--- config.mk ---
export PLATFORM = sky130hd
export DESIGN_NAME = lockin_acquisition_sequencer_flat
export DESIGN_NICKNAME = d
export VERILOG_FILES = /design/src/rtl/lockin_acquisition_sequencer_if.sv /design/src/rtl/lockin_acquisition_sequencer.sv /design/src/flat_wrapper.sv
export SDC_FILE = /design/constraint.sdc
export NUM_CORES = 1
export LEC_CHECK = 0
export ABC_AREA = 1
export BUFFER_PORTS_ARGS = -buffer_cell sky130_fd_sc_hd__buf_2
export CORE_ASPECT_RATIO = 1.2
export CORE_MARGIN = 5
export CORE_UTILIZATION = 55
export DETAILED_ROUTE_END_ITERATION = 10
export PLACE_DENSITY = 0.75
export SLEW_MARGIN = 20
export SYNTH_ARGS = -nofsm -noshare
export SYNTH_HDL_FRONTEND = slang
export SYNTH_SLANG_ARGS = --single-unit
export TNS_END_PERCENT = 30
--- constraint.sdc ---
create_clock -name clock_50_mhz -period 4.6 [get_ports clock_50_mhz]
set_clock_uncertainty 0.1 [all_clocks]
set_input_delay 0.92 -clock clock_50_mhz [delete_from_list [all_inputs] [get_ports clock_50_mhz]]
set_output_delay 0.92 -clock clock_50_mhz [all_outputs]
set_load 0.02 [all_outputs]
--- src/rtl/lockin_acquisition_sequencer_if.sv ---
// Control, datapath-snapshot and result-readout signals of the lock-in acquisition sequencer.
// The master side drives commands, configuration, datapath snapshots and res_ready; the slave is the sequencer.
interface lockin_acquisition_sequencer_if #(
    parameter int ACC_W = 48
);
    logic             start;
    logic             abort;
    logic [31:0]      cfg_window_cycles;
    logic [15:0]      cfg_num_windows;
    logic             cfg_dark_enable;
    logic             busy;
    logic             light_enable;
    logic             count_clear;
    logic             count_enable;
    logic             count_latch;
    logic             dp_valid;
    logic [31:0]      dp_in_phase;
    logic [31:0]      dp_quadrature;
    logic             res_valid;
    logic             res_ready;
    logic [ACC_W-1:0] res_in_phase;
    logic [ACC_W-1:0] res_quadrature;
    logic [15:0]      res_windows;
    logic [1:0]       res_flags;

    modport master (
        output start, abort, cfg_window_cycles, cfg_num_windows, cfg_dark_enable,
        output dp_valid, dp_in_phase, dp_quadrature, res_ready,
        input  busy, light_enable, count_clear, count_enable, count_latch,
        input  res_valid, res_in_phase, res_quadrature, res_windows, res_flags
    );

    modport slave (
        input  start, abort, cfg_window_cycles, cfg_num_windows, cfg_dark_enable,
        input  dp_valid, dp_in_phase, dp_quadrature, res_ready,
        output busy, light_enable, count_clear, count_enable, count_latch,
        output res_valid, res_in_phase, res_quadrature, res_windows, res_flags
    );
endinterface

--- src/rtl/lockin_acquisition_sequencer.sv ---
// Sequences light/dark integration windows and accumulates saturating signed I/Q (light - dark).
// Per light window: SETTLE_CYCLES + 1 + W + 1 + dp latency + 1 clocks; the result is held while res_valid && !res_ready.
module lockin_acquisition_sequencer #(
    parameter int ACC_W         = 48,
    parameter int SETTLE_CYCLES = 1000,
    parameter int DP_TIMEOUT    = 255
) (
    input logic                           clock_50_mhz,
    input logic                           reset,
    lockin_acquisition_sequencer_if.slave sq
);
    typedef enum logic [2:0] {
        S_IDLE, S_SETTLE, S_CLEAR, S_COUNT, S_LATCH, S_WAIT_DP, S_UPDATE, S_PRESENT
    } state_t;

    localparam logic [31:0]      SETTLE_LIM = 32'(SETTLE_CYCLES);
    localparam logic [31:0]      DP_LIM     = 32'(DP_TIMEOUT);
    localparam logic [ACC_W-1:0] ACC_MAX    = {1'b0, {(ACC_W-1){1'b1}}};
    localparam logic [ACC_W-1:0] ACC_MIN    = {1'b1, {(ACC_W-1){1'b0}}};

    state_t           state_q;
    logic [31:0]      cnt_q, wait_q, cfg_w_q, smp_i_q, smp_q_q;
    logic [15:0]      cfg_n_q, win_q;
    logic             cfg_dark_q, dark_q;
    logic [ACC_W-1:0] acc_i_q, acc_q_q, acc_i_d, acc_q_d;
    logic             sat_i, sat_q;
    logic [1:0]       flags_q;
    logic             busy_q, light_q, clear_q, enable_q, latch_q, valid_q;

    // Sum is formed one bit wider so overflow shows as disagreement of the top two bits.
    function automatic logic [ACC_W:0] sat_acc(input logic [ACC_W-1:0] acc,
                                               input logic [31:0] smp, input logic sub);
        logic [ACC_W:0] a, s, r;
        a = {acc[ACC_W-1], acc};
        s = {{(ACC_W-31){smp[31]}}, smp};
        r = sub ? a - s : a + s;
        if (r[ACC_W] != r[ACC_W-1]) begin
            return {1'b1, r[ACC_W] ? ACC_MIN : ACC_MAX};
        end
        return {1'b0, r[ACC_W-1:0]};
    endfunction

    assign {sat_i, acc_i_d} = sat_acc(acc_i_q, smp_i_q, dark_q);
    assign {sat_q, acc_q_d} = sat_acc(acc_q_q, smp_q_q, dark_q);

    always_ff @(posedge clock_50_mhz) begin
        clear_q <= 1'b0;
        latch_q <= 1'b0;
        // Abort discards everything exactly like reset, except once the result is final.
        if (reset || (sq.abort && state_q != S_PRESENT)) begin
            state_q    <= S_IDLE;
            cnt_q      <= '0;
            wait_q     <= '0;
            cfg_w_q    <= '0;
            cfg_n_q    <= '0;
            cfg_dark_q <= 1'b0;
            dark_q     <= 1'b0;
            win_q      <= '0;
            smp_i_q    <= '0;
            smp_q_q    <= '0;
            acc_i_q    <= '0;
            acc_q_q    <= '0;
            flags_q    <= '0;
            busy_q     <= 1'b0;
            light_q    <= 1'b0;
            enable_q   <= 1'b0;
            valid_q    <= 1'b0;
        end else begin
            case (state_q)
                S_IDLE: if (sq.start) begin
                    cfg_w_q    <= (sq.cfg_window_cycles == 32'd0) ? 32'd1 : sq.cfg_window_cycles;
                    cfg_n_q    <= (sq.cfg_num_windows == 16'd0) ? 16'd1 : sq.cfg_num_windows;
                    cfg_dark_q <= sq.cfg_dark_enable;
                    acc_i_q    <= '0;
                    acc_q_q    <= '0;
                    flags_q    <= '0;
                    win_q      <= '0;
                    dark_q     <= 1'b0;
                    cnt_q      <= '0;
                    busy_q     <= 1'b1;
                    light_q    <= 1'b1;
                    state_q    <= S_SETTLE;
                end
                S_SETTLE: begin
                    if (cnt_q + 32'd1 >= SETTLE_LIM) begin
                        cnt_q   <= '0;
                        clear_q <= 1'b1;
                        state_q <= S_CLEAR;
                    end else begin
                        cnt_q <= cnt_q + 32'd1;
                    end
                end
                S_CLEAR: begin
                    enable_q <= 1'b1;
                    state_q  <= S_COUNT;
                end
                S_COUNT: begin
                    if (cnt_q == cfg_w_q - 32'd1) begin
                        enable_q <= 1'b0;
                        latch_q  <= 1'b1;
                        state_q  <= S_LATCH;
                    end else begin
                        cnt_q <= cnt_q + 32'd1;
                    end
                end
                S_LATCH: begin
                    wait_q  <= '0;
                    state_q <= S_WAIT_DP;
                end
                S_WAIT_DP: begin
                    if (sq.dp_valid) begin
                        smp_i_q <= sq.dp_in_phase;
                        smp_q_q <= sq.dp_quadrature;
                        state_q <= S_UPDATE;
                    end else if (wait_q + 32'd1 >= DP_LIM) begin
                        smp_i_q    <= '0;
                        smp_q_q    <= '0;
                        flags_q[1] <= 1'b1;
                        state_q    <= S_UPDATE;
                    end else begin
                        wait_q <= wait_q + 32'd1;
                    end
                end
                S_UPDATE: begin
                    acc_i_q    <= acc_i_d;
                    acc_q_q    <= acc_q_d;
                    flags_q[0] <= flags_q[0] | sat_i | sat_q;
                    cnt_q      <= '0;
                    if (!dark_q && cfg_dark_q) begin
                        dark_q  <= 1'b1;
                        light_q <= 1'b0;
                        state_q <= S_SETTLE;
                    end else begin
                        win_q <= win_q + 16'd1;
                        if (win_q + 16'd1 == cfg_n_q) begin
                            light_q <= 1'b0;
                            valid_q <= 1'b1;
                            state_q <= S_PRESENT;
                        end else begin
                            dark_q  <= 1'b0;
                            light_q <= 1'b1;
                            state_q <= S_SETTLE;
                        end
                    end
                end
                S_PRESENT: if (sq.res_ready) begin
                    valid_q <= 1'b0;
                    busy_q  <= 1'b0;
                    state_q <= S_IDLE;
                end
                default: state_q <= S_IDLE;
            endcase
        end
    end

    assign sq.busy           = busy_q;
    assign sq.light_enable   = light_q;
    assign sq.count_clear    = clear_q;
    assign sq.count_enable   = enable_q;
    assign sq.count_latch    = latch_q;
    assign sq.res_valid      = valid_q;
    assign sq.res_in_phase   = acc_i_q;
    assign sq.res_quadrature = acc_q_q;
    assign sq.res_windows    = win_q;
    assign sq.res_flags      = flags_q;
endmodule
--- src/flat_wrapper.sv ---
// flat-port wrapper written by rule: the top's interface ports become plain ports
module lockin_acquisition_sequencer_flat 
#(
    parameter int ACC_W         = 48,
    parameter int SETTLE_CYCLES = 1000,
    parameter int DP_TIMEOUT    = 255
)
  (clock_50_mhz, reset, sq_start, sq_abort, sq_cfg_window_cycles, sq_cfg_num_windows, sq_cfg_dark_enable, sq_dp_valid, sq_dp_in_phase, sq_dp_quadrature, sq_res_ready, sq_busy, sq_light_enable, sq_count_clear, sq_count_enable, sq_count_latch, sq_res_valid, sq_res_in_phase, sq_res_quadrature, sq_res_windows, sq_res_flags);
  lockin_acquisition_sequencer_if #(.ACC_W(ACC_W)) sq_i ();
  input logic clock_50_mhz;
  input logic reset;
  input wire logic [$bits(sq_i.start)-1:0] sq_start;
  input wire logic [$bits(sq_i.abort)-1:0] sq_abort;
  input wire logic [$bits(sq_i.cfg_window_cycles)-1:0] sq_cfg_window_cycles;
  input wire logic [$bits(sq_i.cfg_num_windows)-1:0] sq_cfg_num_windows;
  input wire logic [$bits(sq_i.cfg_dark_enable)-1:0] sq_cfg_dark_enable;
  input wire logic [$bits(sq_i.dp_valid)-1:0] sq_dp_valid;
  input wire logic [$bits(sq_i.dp_in_phase)-1:0] sq_dp_in_phase;
  input wire logic [$bits(sq_i.dp_quadrature)-1:0] sq_dp_quadrature;
  input wire logic [$bits(sq_i.res_ready)-1:0] sq_res_ready;
  output wire logic [$bits(sq_i.busy)-1:0] sq_busy;
  output wire logic [$bits(sq_i.light_enable)-1:0] sq_light_enable;
  output wire logic [$bits(sq_i.count_clear)-1:0] sq_count_clear;
  output wire logic [$bits(sq_i.count_enable)-1:0] sq_count_enable;
  output wire logic [$bits(sq_i.count_latch)-1:0] sq_count_latch;
  output wire logic [$bits(sq_i.res_valid)-1:0] sq_res_valid;
  output wire logic [$bits(sq_i.res_in_phase)-1:0] sq_res_in_phase;
  output wire logic [$bits(sq_i.res_quadrature)-1:0] sq_res_quadrature;
  output wire logic [$bits(sq_i.res_windows)-1:0] sq_res_windows;
  output wire logic [$bits(sq_i.res_flags)-1:0] sq_res_flags;
  assign sq_i.start = sq_start;
  assign sq_i.abort = sq_abort;
  assign sq_i.cfg_window_cycles = sq_cfg_window_cycles;
  assign sq_i.cfg_num_windows = sq_cfg_num_windows;
  assign sq_i.cfg_dark_enable = sq_cfg_dark_enable;
  assign sq_i.dp_valid = sq_dp_valid;
  assign sq_i.dp_in_phase = sq_dp_in_phase;
  assign sq_i.dp_quadrature = sq_dp_quadrature;
  assign sq_i.res_ready = sq_res_ready;
  assign sq_busy = sq_i.busy;
  assign sq_light_enable = sq_i.light_enable;
  assign sq_count_clear = sq_i.count_clear;
  assign sq_count_enable = sq_i.count_enable;
  assign sq_count_latch = sq_i.count_latch;
  assign sq_res_valid = sq_i.res_valid;
  assign sq_res_in_phase = sq_i.res_in_phase;
  assign sq_res_quadrature = sq_i.res_quadrature;
  assign sq_res_windows = sq_i.res_windows;
  assign sq_res_flags = sq_i.res_flags;
  lockin_acquisition_sequencer #(.ACC_W(ACC_W), .SETTLE_CYCLES(SETTLE_CYCLES), .DP_TIMEOUT(DP_TIMEOUT)) u_core (.clock_50_mhz(clock_50_mhz), .reset(reset), .sq(sq_i));
endmodule
# After elaboration in Yosys (flattened, before gate mapping)

Cells that the tools add are included.

Add/sub/neg operators: 8
$lt $le $gt $ge: 2
Eq/ne operators: 24
Multiplexer cells: 59
Bitwise logic cells: 4
Reduce and logical (&&, ||, !) cells: 29

Operator list:

| cell                                                   | number |
|---|---|
| two-way mux 49 bit                                     | 6 |
| two-way mux 32 bit                                     | 9 |
| case mux 48 bit (2 select lines)                       | 2 |
| two-way mux 48 bit                                     | 3 |
| case mux 32 bit (4 select lines)                       | 1 |
| adder 48 x 32 -> 49 bit                                | 2 |
| subtractor 48 x 32 -> 49 bit                           | 2 |
| adder 32 x 1 -> 32 bit (second input constant)         | 2 |
| case mux 32 bit (2 select lines)                       | 1 |
| two-way mux 16 bit                                     | 3 |
| == test 32 bit                                         | 1 |
| >= comparator 32 x 10 -> 1 bit (second input constant) | 1 |
| >= comparator 32 x 8 -> 1 bit (second input constant)  | 1 |
| logical NOT 32 bit                                     | 1 |
| case mux 16 bit (2 select lines)                       | 1 |
| subtractor 32 x 1 -> 32 bit (second input constant)    | 1 |
| two-way mux 3 bit                                      | 8 |
| case mux 3 bit (8 select lines)                        | 1 |
| adder 16 x 1 -> 16 bit (second input constant)         | 1 |
| == test 16 bit                                         | 1 |
| logical NOT 16 bit                                     | 1 |
| two-way mux 1 bit                                      | 16 |
| AND reduction 3 bit                                    | 5 |
| case mux 1 bit (2 select lines)                        | 7 |
| 21 further kinds                                       | 49 |

Register bits after elaboration: 301
Output and inout bits: 120
Logic and storage cells: 146

# Depth between registers and ports, before layout

Gate-level depths: netlist of the first run.

Depth in word-level cells: 8
Gate-level depth with buffers: 31

# Worst setup path before layout of the first run

Ideal clock, no wire load.

Path type: register to register
Start point: reg u_core.smp_q_q[0]
End point: reg u_core.acc_q_q[24], in the netlist u_core.sq.res_quadrature[24]
Library setup time: 0.132 ns
Arrival time: 3.779 ns
Required time: 4.368 ns
Path slack: 0.589 ns
Stages on the path, launching flop included: 30
Path buffers: 2
Clock period less this slack: 4.011 ns
Path through: dfxtp_1 > nor3_1 > nand3_1 > nor3_1 > nand4_1 > nor2_1 > inv_1 > nor2_1 > nand2_1 > o21ai_0 > o21ai_0 > xnor2_1 > ha_1 > nand2_1 > nor2_1 > inv_1 > nor2_1 > nand2_1 > nor2_1 > nand2_1 > nand3_1 > inv_1 > nand2_1 > nand2_1 > nand2_1 > nand2_1 > buf_2 > buf_2 > o21ai_0 > a21oi_1

Word-level cells in the longest chain between the ends: 6
Elaborated cells between the ends (all ways): 9
Classes of those cells: add/sub: 2; eq/ne: 1; mux: 6

Ends and longest elaborated chain:

| item                                                                           | RTL line                                                               | source |
|---|---|---|
| start: declaration                                                             | lockin_acquisition_sequencer.sv:22                                     | `logic [31:0] cnt_q, wait_q, cfg_w_q, smp_i_q, smp_q_q;` |
| start signal: assignment                                                       | lockin_acquisition_sequencer.sv:113                                    | `smp_q_q <= sq.dp_quadrature;` |
| adder 48 x 32 -> 49 bit / subtractor 48 x 32 -> 49 bit (equally long branches) | lockin_acquisition_sequencer.sv:36                                     | `r = sub ? a - s : a + s;` |
| two-way mux 49 bit *                                                           | lockin_acquisition_sequencer.sv:36                                     |  |
| two-way mux 48 bit / != test 1 bit (equally long branches)                     | lockin_acquisition_sequencer.sv:38, lockin_acquisition_sequencer.sv:37 |  |
| two-way mux 49 bit / two-way mux 1 bit (equally long branches)                 | lockin_acquisition_sequencer.sv:37                                     | `if (r[ACC_W] != r[ACC_W-1]) begin` |
| two-way mux 49 bit *                                                           | lockin_acquisition_sequencer.sv:40                                     | `return {1'b0, r[ACC_W-1:0]};` |
| case mux 48 bit (2 select lines) *                                             | lockin_acquisition_sequencer.sv:69                                     | `case (state_q)` |
| end signal: assignment                                                         | lockin_acquisition_sequencer.sv:126                                    | `acc_q_q <= acc_q_d;` |
| end: declaration                                                               | lockin_acquisition_sequencer.sv:25                                     | `logic [ACC_W-1:0] acc_i_q, acc_q_q, acc_i_d, acc_q_d;` |

Every way passes the cells marked *; elsewhere a longest branch is shown, timed or not. The select of a mux whose other input is x is not followed.
A chain may end at the register's enable or synchronous reset.

# Final worst setup path of the first run

Start point: reg u_core.smp_q_q[0]
End point: reg u_core.acc_q_q[19], in the netlist u_core.sq.res_quadrature[19]

The elaborated chain is that of the path after synthesis.

==> results of run 1 <==
state kept, by name, indices dropped and copies added (netlist names):
| name | count |
|---|---|
| u_core.smp_i_q | 32 |
| u_core.sq.light_enable | 1 |
| u_core.sq.res_flags | 2 |
| u_core.cnt_q | 32 |
| u_core.sq.count_latch | 1 |
| u_core.sq.res_windows | 16 |
| u_core.state_q | 3 |
| u_core.cfg_n_q | 16 |
| u_core.sq.res_quadrature | 48 |
| u_core.sq.res_in_phase | 48 |
| u_core.wait_q | 32 |
| u_core.smp_q_q | 32 |
| u_core.sq.res_valid | 1 |
| u_core.cfg_w_q | 32 |
| u_core.dark_q | 1 |
| u_core.sq.count_clear | 1 |
| u_core.sq.busy | 1 |
| u_core.cfg_dark_q | 1 |
| u_core.sq.count_enable | 1 |
worst min path at each step:
| stage | from | end | slack, ns | cells after the start |
|---|---|---|---|---|
| after CTS | u_core.sq.res_valid | u_core.sq.res_valid | 0.36 | 2 |
| after detailed placement | u_core.sq.res_valid | u_core.sq.res_valid | 0.35 | 2 |
| after global placement | u_core.sq.res_valid | u_core.sq.res_valid | 0.35 | 2 |
| after global routing | u_core.wait_q[31] | u_core.wait_q[31] | 0.38 | 2 |
| after floorplan | u_core.wait_q[31] | u_core.wait_q[31] | 0.34 | 2 |
| final | u_core.sq.res_valid | u_core.sq.res_valid | 0.36 | 2 |
power by group through the flow:
| stage | combinational (µW) | sequential (µW) | clock, µW |
|---|---|---|---|
| global placement | 572 | 2710 | 0 |
| global route | 658 | 2650 | 3070 |
| detailed placement | 574 | 2710 | 0 |
| finish | 587 | 2650 | 2930 |
| CTS | 576 | 2650 | 2970 |
| floorplan | 397 | 2700 | 0 |
layout make-up:
class                      instances  area (µm²)
multi-input combinational       3057       16200
fill                            4103       14300
sequential                       301        6030
timing repair buffer             376        2470
inverter                         470        1780
clock buffer                      44         970
tap                              552         691
clock inverter                    16         203
antenna                            2        5.00
logic make-up (layout without fill, tap and decap cells):
logic type	Yosys count	after routing
buffers and inverters	582	906
flip-flops	301	301
other	0	2
AND/OR/NAND/NOR	2051	2052
AO/OA/AOI/OAI	686	686
XOR/XNOR	213	213
adder cells (fa/ha/maj)	106	106
metal layers:
| metal | GRT usage [%] | up-vias |
|---|---|---|
| li1 | - | 13300 |
| met1 | 41.3 | 12000 |
| met2 | 55.0 | 880 |
| met3 | 3.66 | 249 |
| met4 | 14.5 | 0 |
| met5 | 0 | - |
tightest hold or removal path, cell delays in order (launching register included):
cell	delay [ns]
sky130_fd_sc_hd__dfxtp_1	0.31
sky130_fd_sc_hd__inv_1	0.05
sky130_fd_sc_hd__a21oi_1	0.05
stage by stage:
stage / cell area (µm²) / util [%]
CTS: 27200 / 63.8
global placement: 26000 / 61.0
finish: 28300 / 66.4
global route: 28300 / 66.4
floorplan: 23700 / -
detailed placement: 26000 / 61.0
cell usage in the layout (no fill, tap or decap), drive strengths merged, types with 49 or more instances in the layout:
cell and n:
nand3 214, inv 471, buf 371, ha 104
nor2 475, a21oi 371, nand2 1200, nor3 75
o21ai 232, dfxtp 301, xor2 138, xnor2 75
clkbuf 49
repair_timing:
| item | 4_1_cts | 5_1_grt |
|---|---|---|
| gates cloned | 0 | 9 |
| pin swaps | 0 | 60 |
| hold buffers | 0 | 0 |
| resized for setup | 7 | 217 |
| hold endpoints to repair | 0 | 0 |
| buffers inserted | 0 | 16 |
| setup endpoints to repair | 94 | 97 |
==> results.txt, run 1 <==
----------------------------------------------------
[Synth]
  Xor/xnor share of the synthesized area ... 7.87%
  Top cells by area in the synthesized netlist ... sky130_fd_sc_hd__dfxtp_1, sky130_fd_sc_hd__nand2_1, sky130_fd_sc_hd__a21oi_1, sky130_fd_sc_hd__inv_1, sky130_fd_sc_hd__nor2_1
  Async set or reset register ratio after synthesis ... 0%
  Net count after synthesis ... 4164
  Top cell type's share of synthesized area ... between 20% and 30%
  Proportion of synthesized area in mux cells ... 0%
  Proportion of synthesized chip area in sequential cells ... 25.4%
  Number of synthesized flops with an enable pin ... 0
  Synthesized netlist cell count ... about 4k
  Cell area after synthesis ... about 24000 µm²
  Area leader, netlist ... sky130_fd_sc_hd__dfxtp_1
  Top post-synthesis cells by count ... sky130_fd_sc_hd__nand2_1, sky130_fd_sc_hd__inv_1, sky130_fd_sc_hd__nor2_1, sky130_fd_sc_hd__a21oi_1, sky130_fd_sc_hd__dfxtp_1
  Most frequently used flop master after synthesis ... sky130_fd_sc_hd__dfxtp_1
  Simple-gate share of the synthesized area ... 35.8%
  Compound-cell area share of the yosys netlist ... roughly 16%
  Library cell with the highest instance count after synthesis ... sky130_fd_sc_hd__nand2_1
  Unique masters post-synth ... 55
  Total number of yosys warnings ... 0
  Mean instance size in the synthesized netlist ... between 6 and 7 µm²
  Dominant combinational cell family by area after synthesis ... simple AND/OR/NAND/NOR gates
  Post-synthesis adder-cell area fraction ... ~5.7%
  Flip-flop and latch count after synthesis ... around 300

[Pwr]
  Clock group share of total power ... 47.5%
  Switching Fraction ... a little over a quarter
  Net switching power figure ... ~1600 µW
  Max rail drop VDD ... about 0.32 mV
  Internal power summed over all cells ... about 4500 µW
  Share of power burned in combinational logic ... 9.5%
  Overall Power ... 6160 µW
  Power density of the placed cells ... about 220 nW/µm²
  Lkg Pwr ... roughly 0.013 µW
  Sequential share of power ... a little over two fifths

[STA]
  Setup Viol. Count Final ... 0
  Worst setup margin ... around 0.14 ns
  Portion of the clock cycle consumed by the worst path in the final layout ... a little over nine tenths
  Tightest slew margin relative to the limit ... -1.19%
  Fin Setup TNS ... 0 ns
  Worst-case hold slack ... around 0.36 ns
  Worst Max-Slew Pin Slew ... 1.51 ns
  Fmax achieved ... around 220 MHz
  Number of endpoints with negative hold slack in the final report ... 0
  Min Clock Period, post-route ... around 4.5 ns
  Unrepaired setup endpoints after global routing ... true
  Pins over their slew limit ... 10

[GRT]
  Maximum number of pins on one net before global-route repair ... ~130
  Wire length of the first global-routing pass ... ~130 mm
  Global-route total usage across every layer ... 32.4%
  Number of antenna violations at the first check in global routing ... 2
  Grt ovf ... 0
  Vias in the first global route ... ~24k

[Worst setup path]
  Buffer and inverter count on the worst path ... 8
  Flop2flop setup slack ... 0.14 ns
  Worst endpoint data arrival time ... approximately 4.9 ns
  Required time at the endpoint of the critical path ... 4.99 ns
  Destination of the critical timing path ... u_core.sq.res_quadrature[19]
  Crit path launch ... u_core.smp_q_q[0]
  Startpoint of the most critical register-to-register path ... u_core.smp_q_q[0]
  Class of the most critical setup path ... flip-flop to flip-flop
  R2R Path End ... u_core.sq.res_quadrature[19]
  Worst path slowest cell ... sky130_fd_sc_hd__dfxtp_2
  Delay-heaviest family, CP ... simple AND/OR/NAND/NOR gates
  Worst setup EP type ... flip-flop
  Max Fanout on Critical Path ... 8
  Critical path's largest stage delay ... between 0.3 and 0.4 ns
  Reg2Reg Depth ... 29
  Kind of launch point of the worst setup path ... flip-flop
  Crit. path cell count ... 29

[Clock tree]
  Clock-pin slew on the worst setup and hold paths ... approximately 0.06 ns
  Worst-Skew Late Latency ... between 0.5 and 0.6 ns
  CTS HTree Levels ... 2
  Clock Sink Count ... 301
  Buffer type at the clock tree root ... sky130_fd_sc_hd__clkbuf_16
  CTS tree ... done
  Total clock buffers created by CTS ... 35
  Maximum root-to-sink buffer count ... 3

[Placement]
  Count of port buffers added during placement ... roughly 240
  DP Wirelength ... roughly 63 mm
  Number of placed instances, taps included ... approximately 4.7k
  Worst Setup Slack post-DPL ... -0.124 ns
  Last weighted congestion value of the routability-driven placer ... roughly 1

[Floorplan]
  Die span in x ... about 200 µm
  Floorplan Core Area ... ~43000 µm²
  Number of placement rows ... 83
  Effective utilization at floorplan ... 55.5%
  Ports ... around 240
  Area of the die ... roughly 47000 µm²
  Die Span Y ... 237 µm

[Final layout]
  Final cell count without fillers ... roughly 4.8k
  Final-stage net count ... 4466
  Synthesis-to-finish area growth ... 19.6%
  Share of layout cells above drive strength 1 ... ~16%

[Drt]
  Met3 routed wirelength ... ~4.7 mm
  Remaining antenna violation count ... 0
  Mean number of vias per cell ... roughly 5.5
  Total wirelength of the detailed-routed design ... slightly above 80 mm
  Vias ... around 26k
  Per-cell routed wire length ... 17.1 µm
  Met2 routed wirelength ... between 30 and 40 mm
  Total iterations of the first detailed-routing run ... 7
  DRT met1 WL ... roughly 34 mm
  Number of DRC violations after detailed-routing iteration 0 ... between 1.5k and 2k
  Top layer reached by signal wires ... met4
  Residual DRC ... 0

[Worst hold path]
  Hold crit path type ... flip-flop to flip-flop

[Flow run]
  Max-cap violations ... 1

[Status]
  Outcome ... complete, but fails checks
  Violated checks ... capacitance limit, slew limit

----------------------------------------------------
Note: power is estimated with default switching activity, not from simulation.
==> run 2, diff against run 1 <==
- CELL_PAD_IN_SITES_DETAIL_PLACEMENT: not set -> 0
- CELL_PAD_IN_SITES_GLOBAL_PLACEMENT: not set -> 1
- CORE_UTILIZATION: 55 -> 42
- PLACE_DENSITY: 0.75 -> not set
- PLACE_DENSITY_LB_ADDON: not set -> 0.1
==> run 2 against run 1 <==
  * The flow now finishes without violations
  * Die area up 29%
  * Non-clock buffer count up 71
  * Core utilization down 15 points
  * Critical path depth up 1
  * Global-route usage down 4.8 points
  * Power up 1.8%
==> results.txt, run 2 (synthesis results as in run 1) <==
----------------------------------------------------
[Status]
  Outcome ... complete, no violations

[Clock tree]
  Maximum root-to-sink buffer count ... 3 (unchanged)
  CTS tree ... done
  CTS HTree Levels ... 2 (unchanged)
  Buffer type at the clock tree root ... sky130_fd_sc_hd__clkbuf_16
  Total clock buffers created by CTS ... 38 (+8.6%)
  Worst-Skew Late Latency ... 0.58 ns (about the same)
  Hold bufs inserted after CTS ... 0 (unchanged)
  Clock-pin slew on the worst setup and hold paths ... 0.06 ns (about the same)
  Clock Sink Count ... 301 (unchanged)

[GRT]
  Wire length of the first global-routing pass ... 137 mm (+9.3%)
  Global-route total usage across every layer ... 27.6% (-4.8 points)
  Number of antenna violations at the first check in global routing ... 2 (unchanged)
  Grt ovf ... 0 (unchanged)
  Vias in the first global route ... 25.4k (+4.6%)
  Maximum number of pins on one net before global-route repair ... 94 (-30%)

[Flow run]
  Max-cap violations ... 0 (-1)

[Pwr]
  Max rail drop VDD ... 0.353 mV (+11%)
  Power density of the placed cells ... 217 nW/µm² (-0.13%)
  Lkg Pwr ... 0.0138 µW (+2.4%)

[STA]
  Worst Max-Slew Pin Slew ... 0.942 ns (-0.565 ns)
  Portion of the clock cycle consumed by the worst path in the final layout ... 93.9% (-3.0 points)
  Tightest slew margin relative to the limit ... 37.1% (+38 points)
  Worst setup margin ... 0.280 ns (+0.139 ns)
  Pins over their slew limit ... 0 (-10)
  Min Clock Period, post-route ... 4.32 ns (-0.139 ns)
  Setup Viol. Count Final ... 0 (unchanged)
  Number of endpoints with negative hold slack in the final report ... 0 (unchanged)
  Fmax achieved ... 231 MHz (+3.2%)

[Worst setup path]
  Kind of launch point of the worst setup path ... flip-flop
  Buffer and inverter count on the worst path ... 6 (-2)
  Reg2Reg Depth ... 30 (+3.4%)
  Crit. path cell count ... 30 (+3.4%)
  Flop2flop setup slack ... 0.28 ns (+0.14 ns)
  Delay-heaviest family, CP ... simple AND/OR/NAND/NOR gates
  Max Fanout on Critical Path ... 15 (+7)
  Worst setup EP type ... flip-flop
  Startpoint of the most critical register-to-register path ... u_core.smp_i_q[2]
  R2R Path End ... u_core.sq.res_in_phase[37]
  Worst path slowest cell ... sky130_fd_sc_hd__ha_1
  Worst endpoint data arrival time ... 4.72 ns (-0.13 ns)
  Required time at the endpoint of the critical path ... 5.00 ns (about the same)
  Class of the most critical setup path ... flip-flop to flip-flop
  Critical path's largest stage delay ... 0.39 ns (+0.06 ns)

[Floorplan]
  Number of placement rows ... 95 (+14%)
  Die Span Y ... 270 µm (+14%)
  Floorplan Core Area ... 56000 µm² (+31%)
  Die span in x ... 227 µm (+14%)
  Area of the die ... 61300 µm² (+29%)
  Effective utilization at floorplan ... 42.3% (-13 points)
  Ports ... 239 (unchanged)

[Drt]
  Total iterations of the first detailed-routing run ... 8 (+1)
  Number of DRC violations after detailed-routing iteration 0 ... 1628 (-17%)
  Residual DRC ... 0 (unchanged)
  Remaining antenna violation count ... 0 (unchanged)
  Per-cell routed wire length ... 17.4 µm (+1.9%)
  Total wirelength of the detailed-routed design ... 88.3 mm (+7.2%)
  Vias ... 26.1k (-1.2%)
  Mean number of vias per cell ... 5.15 (-6.1%)

[Final layout]
  Layout Utilization ... 51.6% (-15 points)
  Most frequent standard cell in the layout excluding fill and tap cells ... sky130_fd_sc_hd__nand2_1
  Commonest cells after routing, fill and taps aside ... sky130_fd_sc_hd__nand2_1, sky130_fd_sc_hd__inv_1, sky130_fd_sc_hd__nor2_1, sky130_fd_sc_hd__a21oi_1, sky130_fd_sc_hd__dfxtp_1
  Final-stage net count ... 4539 (+1.6%)
  Synthesis-to-finish area growth ... 21.9%
  Share of layout cells above drive strength 1 ... 16.3% (+0.58 points)

[Worst hold path]
  Hold crit path type ... flip-flop to flip-flop
  Source of the worst hold timing path ... u_core.sq.res_valid
  Hold path endpoint ... u_core.sq.res_valid
  Number of stages on the worst hold path ... 2 (unchanged)

[Placement]
  DP Wirelength ... 69.4 mm (+10%)
  Count of port buffers added during placement ... 238 (unchanged)
  Worst Setup Slack post-DPL ... -0.0896 ns (+0.0341 ns)
  Last weighted congestion value of the routability-driven placer ... 0.972 (-5.4%)

----------------------------------------------------
[run 2: changes by cell type in the layout (fill, tap and decap cells not counted), sizes merged]
cell,change
clkinvlp,+1
buf,+72
nand2,-1
diode,-1
bufinv,-2
inv,-2
clkbuf,+7
clkinv,+1
[run 2: final cells by class]
type | count | area, µm²
clock buffers | 52 | 1080
diodes | 1 | 2.50
repair buffers | 447 | 2990
fillers | 6130 | 27100
well taps | 727 | 910
flip-flops and latches | 301 | 6030
clock inverters | 14 | 151
inverters | 470 | 1780
multi-input cells | 3056 | 15900
[run 2: metrics by stage]
step / hold WS [ns] / std cells / setup TNS (ns) / instance area, µm² / power [µW]
after global routing: 0.379 / 5067 / -0.607 / 28900 / 6550
final: 0.351 / 5068 / 0 / 28900 / 6270
after floorplan: 0.339 / 3939 / 0 / 23700 / 3100
after CTS: 0.351 / 5044 / 0 / 28100 / 6350
after global placement: 0.340 / 4978 / -0.533 / 26800 / 3300
after detailed placement: 0.341 / 4978 / -3.97 / 26800 / 3300
[run 2: worst max-delay path by stage]
stage | start | slack (ns) | to
floorplan | u_core.smp_q_q[0] | 0.59 | u_core.sq.res_quadrature[24]
global placement | u_core.smp_i_q[0] | -0.03 | u_core.sq.res_in_phase[11]
detailed placement | u_core.smp_q_q[0] | -0.09 | u_core.sq.res_quadrature[5]
CTS | u_core.smp_q_q[0] | 0.02 | u_core.sq.res_quadrature[7]
global route | u_core.smp_q_q[0] | -0.04 | u_core.sq.res_quadrature[18]
finish | u_core.smp_i_q[2] | 0.28 | u_core.sq.res_in_phase[37]
[run 2: power by group]
group / internal, µW / total [µW] / switching [µW]
sequential: 2630 / 2650 / 21.0
clock: 1760 / 3020 / 1260
combinational: 184 / 600 / 416
[run 2: worst register-to-register path, delay by kind of cell (launching register included)]
family / cells / cell delay, ns
AO/OA/AOI/OAI: 4 / 0.48
XOR/XNOR: 1 / 0.17
adder cells (fa/ha/maj): 1 / 0.39
buffers and inverters: 6 / 0.73
flip-flops: 1 / 0.33
AND/OR/NAND/NOR: 18 / 2.07
[run 2: what timing repair did]
action / 4_1_cts / 5_1_grt
resized for setup: 7 / 176
setup buffers: 0 / 19
setup endpoints to repair: 80 / 96
gates cloned: 0 / 4
pin swaps: 0 / 64
[run 2: layer usage]
layer  up-vias  global-route usage (%)  wire length (µm)
met3       159                    3.41              3330
met4         0                    9.09              3490
li1      13400                       -                 -
met5         -                       0                 0
met1     12000                    34.5             37900
met2       525                    49.0             43600
